File: src/rtl/lane_merge_pkg.sv
// lane_merge_pkg: shared definitions for the two-lane receive merge stage.
//   - merge FSM state encoding
//   - default widths/depths used by lane_merge and lane_fifo
package lane_merge_pkg;

  localparam int DATA_WIDTH_DEF   = 8;
  localparam int FIFO_DEPTH_DEF   = 4;
  localparam int ADDR_WIDTH_DEF   = 2;
  localparam int SKEW_TIMEOUT_DEF = 8;
  localparam int NUM_LANES        = 2;

  // Stall counter is sized for the largest legal timeout (255).
  localparam int STALL_W = 8;

  typedef enum logic [1:0] {
    IDLE  = 2'd0,
    RUN   = 2'd1,
    ERROR = 2'd2
  } state_t;

endpackage

File: src/rtl/lane_fifo.sv
// lane_fifo: per-lane synchronous FIFO.
// Ports:
//   clk, reset        - rising-edge clock, synchronous active-high reset
//   push, din         - write din at the tail
//   pop               - drop the head entry
//   flush             - empty the FIFO (wins over push/pop)
//   head              - current head entry (valid when !empty)
//   full, empty       - derived from the registered count
//   count             - number of entries held, 0..FIFO_DEPTH
// The caller guarantees push only when not full or when popping the same
// cycle, and pop only when not empty.
module lane_fifo #(
  parameter int DATA_WIDTH = 8,
  parameter int FIFO_DEPTH = 4,
  parameter int ADDR_WIDTH = 2
) (
  input  logic                  clk,
  input  logic                  reset,
  input  logic                  push,
  input  logic                  pop,
  input  logic                  flush,
  input  logic [DATA_WIDTH-1:0] din,
  output logic [DATA_WIDTH-1:0] head,
  output logic                  full,
  output logic                  empty,
  output logic [ADDR_WIDTH:0]   count
);

  localparam logic [ADDR_WIDTH:0] FULL_CNT = (ADDR_WIDTH+1)'(FIFO_DEPTH);

  logic [DATA_WIDTH-1:0] mem [FIFO_DEPTH];
  logic [ADDR_WIDTH-1:0] wr_ptr, rd_ptr;
  logic [ADDR_WIDTH:0]   cnt;

  // Storage carries no reset; pointers alone define what is valid.
  always_ff @(posedge clk) begin
    if (push) mem[wr_ptr] <= din;
  end

  // Pointers are exactly ADDR_WIDTH bits, so wrap modulo FIFO_DEPTH is free.
  always_ff @(posedge clk) begin
    if (reset || flush) begin
      wr_ptr <= '0;
      rd_ptr <= '0;
      cnt    <= '0;
    end else begin
      if (push) wr_ptr <= wr_ptr + ADDR_WIDTH'(1);
      if (pop)  rd_ptr <= rd_ptr + ADDR_WIDTH'(1);
      case ({push, pop})
        2'b10:   cnt <= cnt + (ADDR_WIDTH+1)'(1);
        2'b01:   cnt <= cnt - (ADDR_WIDTH+1)'(1);
        default: cnt <= cnt;
      endcase
    end
  end

  assign head  = mem[rd_ptr];
  assign full  = (cnt == FULL_CNT);
  assign empty = (cnt == '0);
  assign count = cnt;

endmodule

File: src/rtl/lane_merge.sv
// lane_merge: re-interleaves the two phy lanes into one byte stream.
// Each lane is buffered in a lane_fifo; bytes are taken strictly round-robin
// (lane 0, lane 1, lane 0, ...) into a registered valid/ready output.
// Ports:
//   clk_2f, reset              - clock, synchronous active-high reset
//   valid_in_0/1, data_in_0/1  - per-lane bytes from the phy
//   ready_out                  - consumer accepts data_out this cycle
//   valid_out, data_out        - merged stream (registered)
//   fifo_full_0/1, fifo_empty_0/1 - per-lane FIFO occupancy flags
//   overflow                   - sticky: a byte was dropped on a full FIFO
//   desync                     - sticky: lanes skewed past SKEW_TIMEOUT
module lane_merge
  import lane_merge_pkg::*;
#(
  parameter int DATA_WIDTH   = DATA_WIDTH_DEF,
  parameter int FIFO_DEPTH   = FIFO_DEPTH_DEF,
  parameter int ADDR_WIDTH   = ADDR_WIDTH_DEF,
  parameter int SKEW_TIMEOUT = SKEW_TIMEOUT_DEF
) (
  input  logic                  clk_2f,
  input  logic                  reset,
  input  logic                  valid_in_0,
  input  logic [DATA_WIDTH-1:0] data_in_0,
  input  logic                  valid_in_1,
  input  logic [DATA_WIDTH-1:0] data_in_1,
  input  logic                  ready_out,
  output logic                  valid_out,
  output logic [DATA_WIDTH-1:0] data_out,
  output logic                  fifo_full_0,
  output logic                  fifo_full_1,
  output logic                  fifo_empty_0,
  output logic                  fifo_empty_1,
  output logic                  overflow,
  output logic                  desync
);

  localparam logic [STALL_W-1:0] STALL_LAST = STALL_W'(SKEW_TIMEOUT - 1);

  logic [NUM_LANES-1:0]                 lane_vld, lane_push, lane_pop, lane_drop;
  logic [NUM_LANES-1:0]                 lane_full, lane_empty;
  logic [NUM_LANES-1:0][DATA_WIDTH-1:0] lane_din, lane_head;
  logic [NUM_LANES-1:0][ADDR_WIDTH:0]   lane_cnt;

  state_t             state;
  logic               sel;
  logic [STALL_W-1:0] stall_cnt;

  logic out_free, load, stall_hit, to_error, any_push, all_empty;

  assign lane_vld = {valid_in_1, valid_in_0};
  assign lane_din = {data_in_1, data_in_0};

  // Output register can take a byte if empty or being drained this cycle.
  // Strict ordering: only the selected lane is ever considered.
  assign out_free = !valid_out || ready_out;
  assign load     = out_free && (state != ERROR) && !lane_empty[sel];

  // Skew: the lane we wait on is empty while the other has filled up.
  assign stall_hit = (state == RUN) && lane_empty[sel] && lane_full[~sel];
  assign to_error  = stall_hit && (stall_cnt == STALL_LAST);

  assign any_push  = |lane_push;
  assign all_empty = ((lane_cnt[0] | lane_cnt[1]) == '0);

  for (genvar i = 0; i < NUM_LANES; i++) begin : g_lane
    // A full FIFO still accepts a byte when its head leaves the same cycle.
    // In ERROR the lanes are deaf: nothing written, nothing flagged.
    assign lane_pop[i]  = load && (sel == (i == 1));
    assign lane_push[i] = lane_vld[i] && (state != ERROR) &&
                          (!lane_full[i] || lane_pop[i]);
    assign lane_drop[i] = lane_vld[i] && (state != ERROR) && !lane_push[i];

    lane_fifo #(
      .DATA_WIDTH (DATA_WIDTH),
      .FIFO_DEPTH (FIFO_DEPTH),
      .ADDR_WIDTH (ADDR_WIDTH)
    ) u_fifo (
      .clk   (clk_2f),
      .reset (reset),
      .push  (lane_push[i]),
      .pop   (lane_pop[i]),
      .flush (to_error),
      .din   (lane_din[i]),
      .head  (lane_head[i]),
      .full  (lane_full[i]),
      .empty (lane_empty[i]),
      .count (lane_cnt[i])
    );
  end

  always_ff @(posedge clk_2f) begin
    if (reset) begin
      state     <= IDLE;
      sel       <= 1'b0;
      stall_cnt <= '0;
      valid_out <= 1'b0;
      data_out  <= '0;
      overflow  <= 1'b0;
      desync    <= 1'b0;
    end else begin
      if (|lane_drop) overflow <= 1'b1;

      stall_cnt <= (stall_hit && !to_error) ? stall_cnt + STALL_W'(1) : '0;

      case (state)
        IDLE:    if (any_push) state <= RUN;
        RUN: begin
          if (to_error) begin
            state  <= ERROR;
            desync <= 1'b1;
          end else if (all_empty && !valid_out && !any_push) begin
            state <= IDLE;
          end
        end
        ERROR:   if (!valid_in_0 && !valid_in_1) state <= IDLE;
        default: state <= IDLE;
      endcase

      // Entering ERROR abandons any pending byte and restarts at lane 0;
      // the FIFOs are flushed by the same to_error strobe.
      if (to_error) begin
        valid_out <= 1'b0;
        sel       <= 1'b0;
      end else if (load) begin
        data_out  <= lane_head[sel];
        valid_out <= 1'b1;
        sel       <= ~sel;
      end else if (valid_out && ready_out) begin
        valid_out <= 1'b0;
      end
    end
  end

  assign fifo_full_0  = lane_full[0];
  assign fifo_full_1  = lane_full[1];
  assign fifo_empty_0 = lane_empty[0];
  assign fifo_empty_1 = lane_empty[1];

endmodule
File: config.mk
export PLATFORM = sky130hd
export DESIGN_NAME = lane_merge
export DESIGN_NICKNAME = d
export VERILOG_FILES = /design/src/rtl/lane_merge_pkg.sv /design/src/rtl/lane_fifo.sv /design/src/rtl/lane_merge.sv
export SDC_FILE = /design/constraint.sdc
export NUM_CORES = 1
export LEC_CHECK = 0
export ABC_AREA = 1
export CAP_MARGIN = 0
export CORE_MARGIN = 5
export CORE_UTILIZATION = 52
export DETAILED_ROUTE_END_ITERATION = 16
export GPL_TIMING_DRIVEN = 0
export PLACE_DENSITY_LB_ADDON = 0.08
export SYNTH_ARGS = -nofsm -noshare
export SYNTH_HDL_FRONTEND = slang
export SYNTH_SLANG_ARGS = --single-unit
File: constraint.sdc
create_clock -name clk_2f -period 2.6 [get_ports clk_2f]
set_clock_uncertainty 0.2 [all_clocks]
set_input_delay 0.65 -clock clk_2f [delete_from_list [all_inputs] [get_ports clk_2f]]
set_output_delay 0.65 -clock clk_2f [all_outputs]
set_load 0.1 [all_outputs]
==> reports/results.ini <==
[cts]
tritoncts = built
clock_tree.buffer_depth = 2
numCtsBuffers = 9
cts_hold_buf = 0
clock_latency_ns = 0.37
cts.sinks = 104
path_clk_slew_ns = 0.10
clockRootBuffer = clkbuf_8
ctsHtreeMaxLevel = 3

[global_routing]
grt_max_degree = 19
grt_remaining_overflow = 0
grt_pass1_wl_mm = 14.3
grt_pass1_vias = 3018
grt_use_total = 0.176
antenna_found_initial = 0

[setup_path]
worstPathArrival_ns = 2.35
worstSetupPathType = primary input to register
endpoint_kind = register
startpoint_type = primary input
path_max_fanout = 10
cp_data_required_time_ns = 2.40

[final_layout]
drive_above_1_share = 0.176
nets = 513
stdcell_area_um2 = 5290
nFillCells = 678
final_util = 0.638
syn2layout_area_growth_pct = 18.0
multi_input_area_um2 = 1540
ff_latch_area_um2 = 2730
diodes = 0

[yosys]
synth-edff-count = 64
async_flop_share = 0
ys_types = 40
synth.area.top_cells = edfxtp_1, dfxtp_1, nor2_1, nand2_1, inv_1
ys_seq_elements = 104
syn_area_um2 = 4490
yosys.area.top_type_share = 0.428
synth.top_cells.by_count = nor2_1, edfxtp_1, nand2_1
syn_inst = 424
syn_nets = 458
yosys_most_used_dff = edfxtp_1
syn_avg_cell_area_um2 = 10.6
ys_warn_count = 0
synth_area_leader_cell = edfxtp_1
synth_seq_area_share = 0.607
synth.most_common_cell = nor2_1

[placed_design]
port_buffers = 35
gp_congestion = 0.755
dp_hpwl_mm = 6.01
place_area_um2 = 4990

[sta]
slew_violations = 0
tightestPinTransition_ns = 0.964
finalHoldViolCount = 0
finalCritPeriodShare = 0.982
fmax_mhz = 392
setup_viol_count_final = 0
grt_setup_unrepaired = true
slew_headroom = 0.360
min_period_ns = 2.55

[flow_run]
maxCapViolations = 0

[routing]
wl_met2_mm = 4.10
dr.pass1.iters = 4
vias = 3032
drcViolationCount = 0
antenna_left = 0
wl_mm = 8.58
top_layer_used = met4
via_per_inst = 5.15
wl_per_cell_um = 14.6
drt-initial-drc-count = 78
wl_met1_mm = 4.00
wl_met3_um = 353

[floorplanning]
initial_core_util = 0.541
core_area_um2 = 8300
dieArea_um2 = 10600
rows = 33
io_pins = 36
die_y_um = 103
dieWidth_um = 103

[power_and_ir_drop]
p_leak_nw = 2.08
powerDensity_nw_per_um2 = 945
ir_drop_mv = 0.801

[outcome]
status = finished, final reports clean

[min_path]
hold_class = register to register

[final cells by class]
| type | count | area share |
|---|---|---|
| Clock buffer | 10 | 0.0260 |
| Inverter | 51 | 0.0362 |
| Timing Repair Buffer | 44 | 0.0773 |
| Clock inverter | 6 | 0.0142 |
| Buffer | 11 | 0.0158 |
| Tap cell | 105 | 0.0248 |
| Sequential cell | 104 | 0.515 |
| Multi-Input combinational cell | 258 | 0.291 |
[power breakdown]
group	internal (mW)	total (mW)	switching, mW
Sequential	1.96	2.07	0.113
Clock	0.485	1.06	0.577
Combinational	0.586	1.87	1.28
Total	3.03	5.00	1.97
[layout by cell type, fill, tap and decap left out, types with 2 or more instances in the layout]
cell             Yosys  final
nor2_1              76     74
buf_4                3     10
clkdlybuf4s15_2      0      4
clkbuf_1             2      2
fa_2                 0      2
nand2_4              6      7
inv_1               48     45
nor2_4               1      3
nor3_1               2      2
o32ai_1             16     16
clkinv_4             0      2
nand2_2              6      6
dlygate4sd2_1        0     11
a211oi_1             2      2
nand3_1             15     15
edfxtp_1            64     64
clkbuf_8             0     10
buf_6                1      3
o21ai_1              0      2
a21oi_1              7      6
nand2_1             55     54
buf_2                4      4
nor2_2               8      8
dfxtp_1             40     38
inv_2                2      5
xor2_1               5      5
clkdlybuf4s50_1      0     20
nand3_2              2      2
nor3b_1              8      8
a21oi_2              5      6
o21ai_0             19     17
dfxtp_2              0      2
ha_1                11     10
[final timing paths]
kind                            slack (ns)                 startpoint                         end  cells after the start
worst max register to register        0.33  g_lane[0].u_fifo.count[0]  g_lane[0].u_fifo.mem[1][5]                      6
worst min register to register        0.26               stall_cnt[0]                stall_cnt[0]                      1
worst min-delay path                  0.26               stall_cnt[0]                stall_cnt[0]                      1
worst max-delay path                  0.05                  ready_out  g_lane[0].u_fifo.mem[1][5]                      7
[stage by stage]
| step | hold WS, ns | setup TNS, ns | power, mW | setup slack (ns) | instances |
|---|---|---|---|---|---|
| floorplan | 0.218 | -0.325 | 3.50 | -0.181 | 424 |
| global placement | 0.227 | -25.07 | 3.90 | -0.591 | 564 |
| detailed placement | 0.243 | -25.87 | 3.94 | -0.636 | 564 |
| CTS | 0.260 | 0 | 5.01 | 0.0106 | 585 |
| global route | 0.307 | -0.415 | 5.30 | -0.0293 | 589 |
| finish | 0.256 | 0 | 5.00 | 0.0463 | 589 |
[cell families after synthesis]
group / share of synthesized area
AND/OR/NAND/NOR: 0.197
flip-flops: 0.607
adder cells (fa/ha/maj): 0.0396
XOR/XNOR: 0.0117
buffers and inverters: 0.0597
AO/OA/AOI/OAI: 0.0856
[flip-flops by register name, summed over array words and instances (netlist names), named ones only]
signal	count
g_lane.u_fifo.mem	64
data_out	8
stall_cnt	8
g_lane.u_fifo.count	6
g_lane.u_fifo.rd_ptr	4
g_lane.u_fifo.wr_ptr	4
state	2
desync	1
overflow	1
sel	1
valid_out	1
[repair_timing]
action | CTS | global route
setup endpoints to repair | 35 | 52
pin swaps | 3 | 5
buffers inserted | 5 | 4
resized for setup | 28 | 7
[metal layers]
metal	vias up	track usage
li1	1533	-
met1	1436	0.239
met2	54	0.285
met3	9	0.0352
met4	0	0.0598
met5	-	0
[worst max-delay path, cell delays in order]
cell             delay, ns
clkdlybuf4s50_1       0.45
inv_1                 0.04
nand2_2               0.11
nand2_4               0.11
o21ai_4               0.21
nand2_4               0.13
nor2_1                0.65
Note: power is estimated with default switching activity, not from simulation.
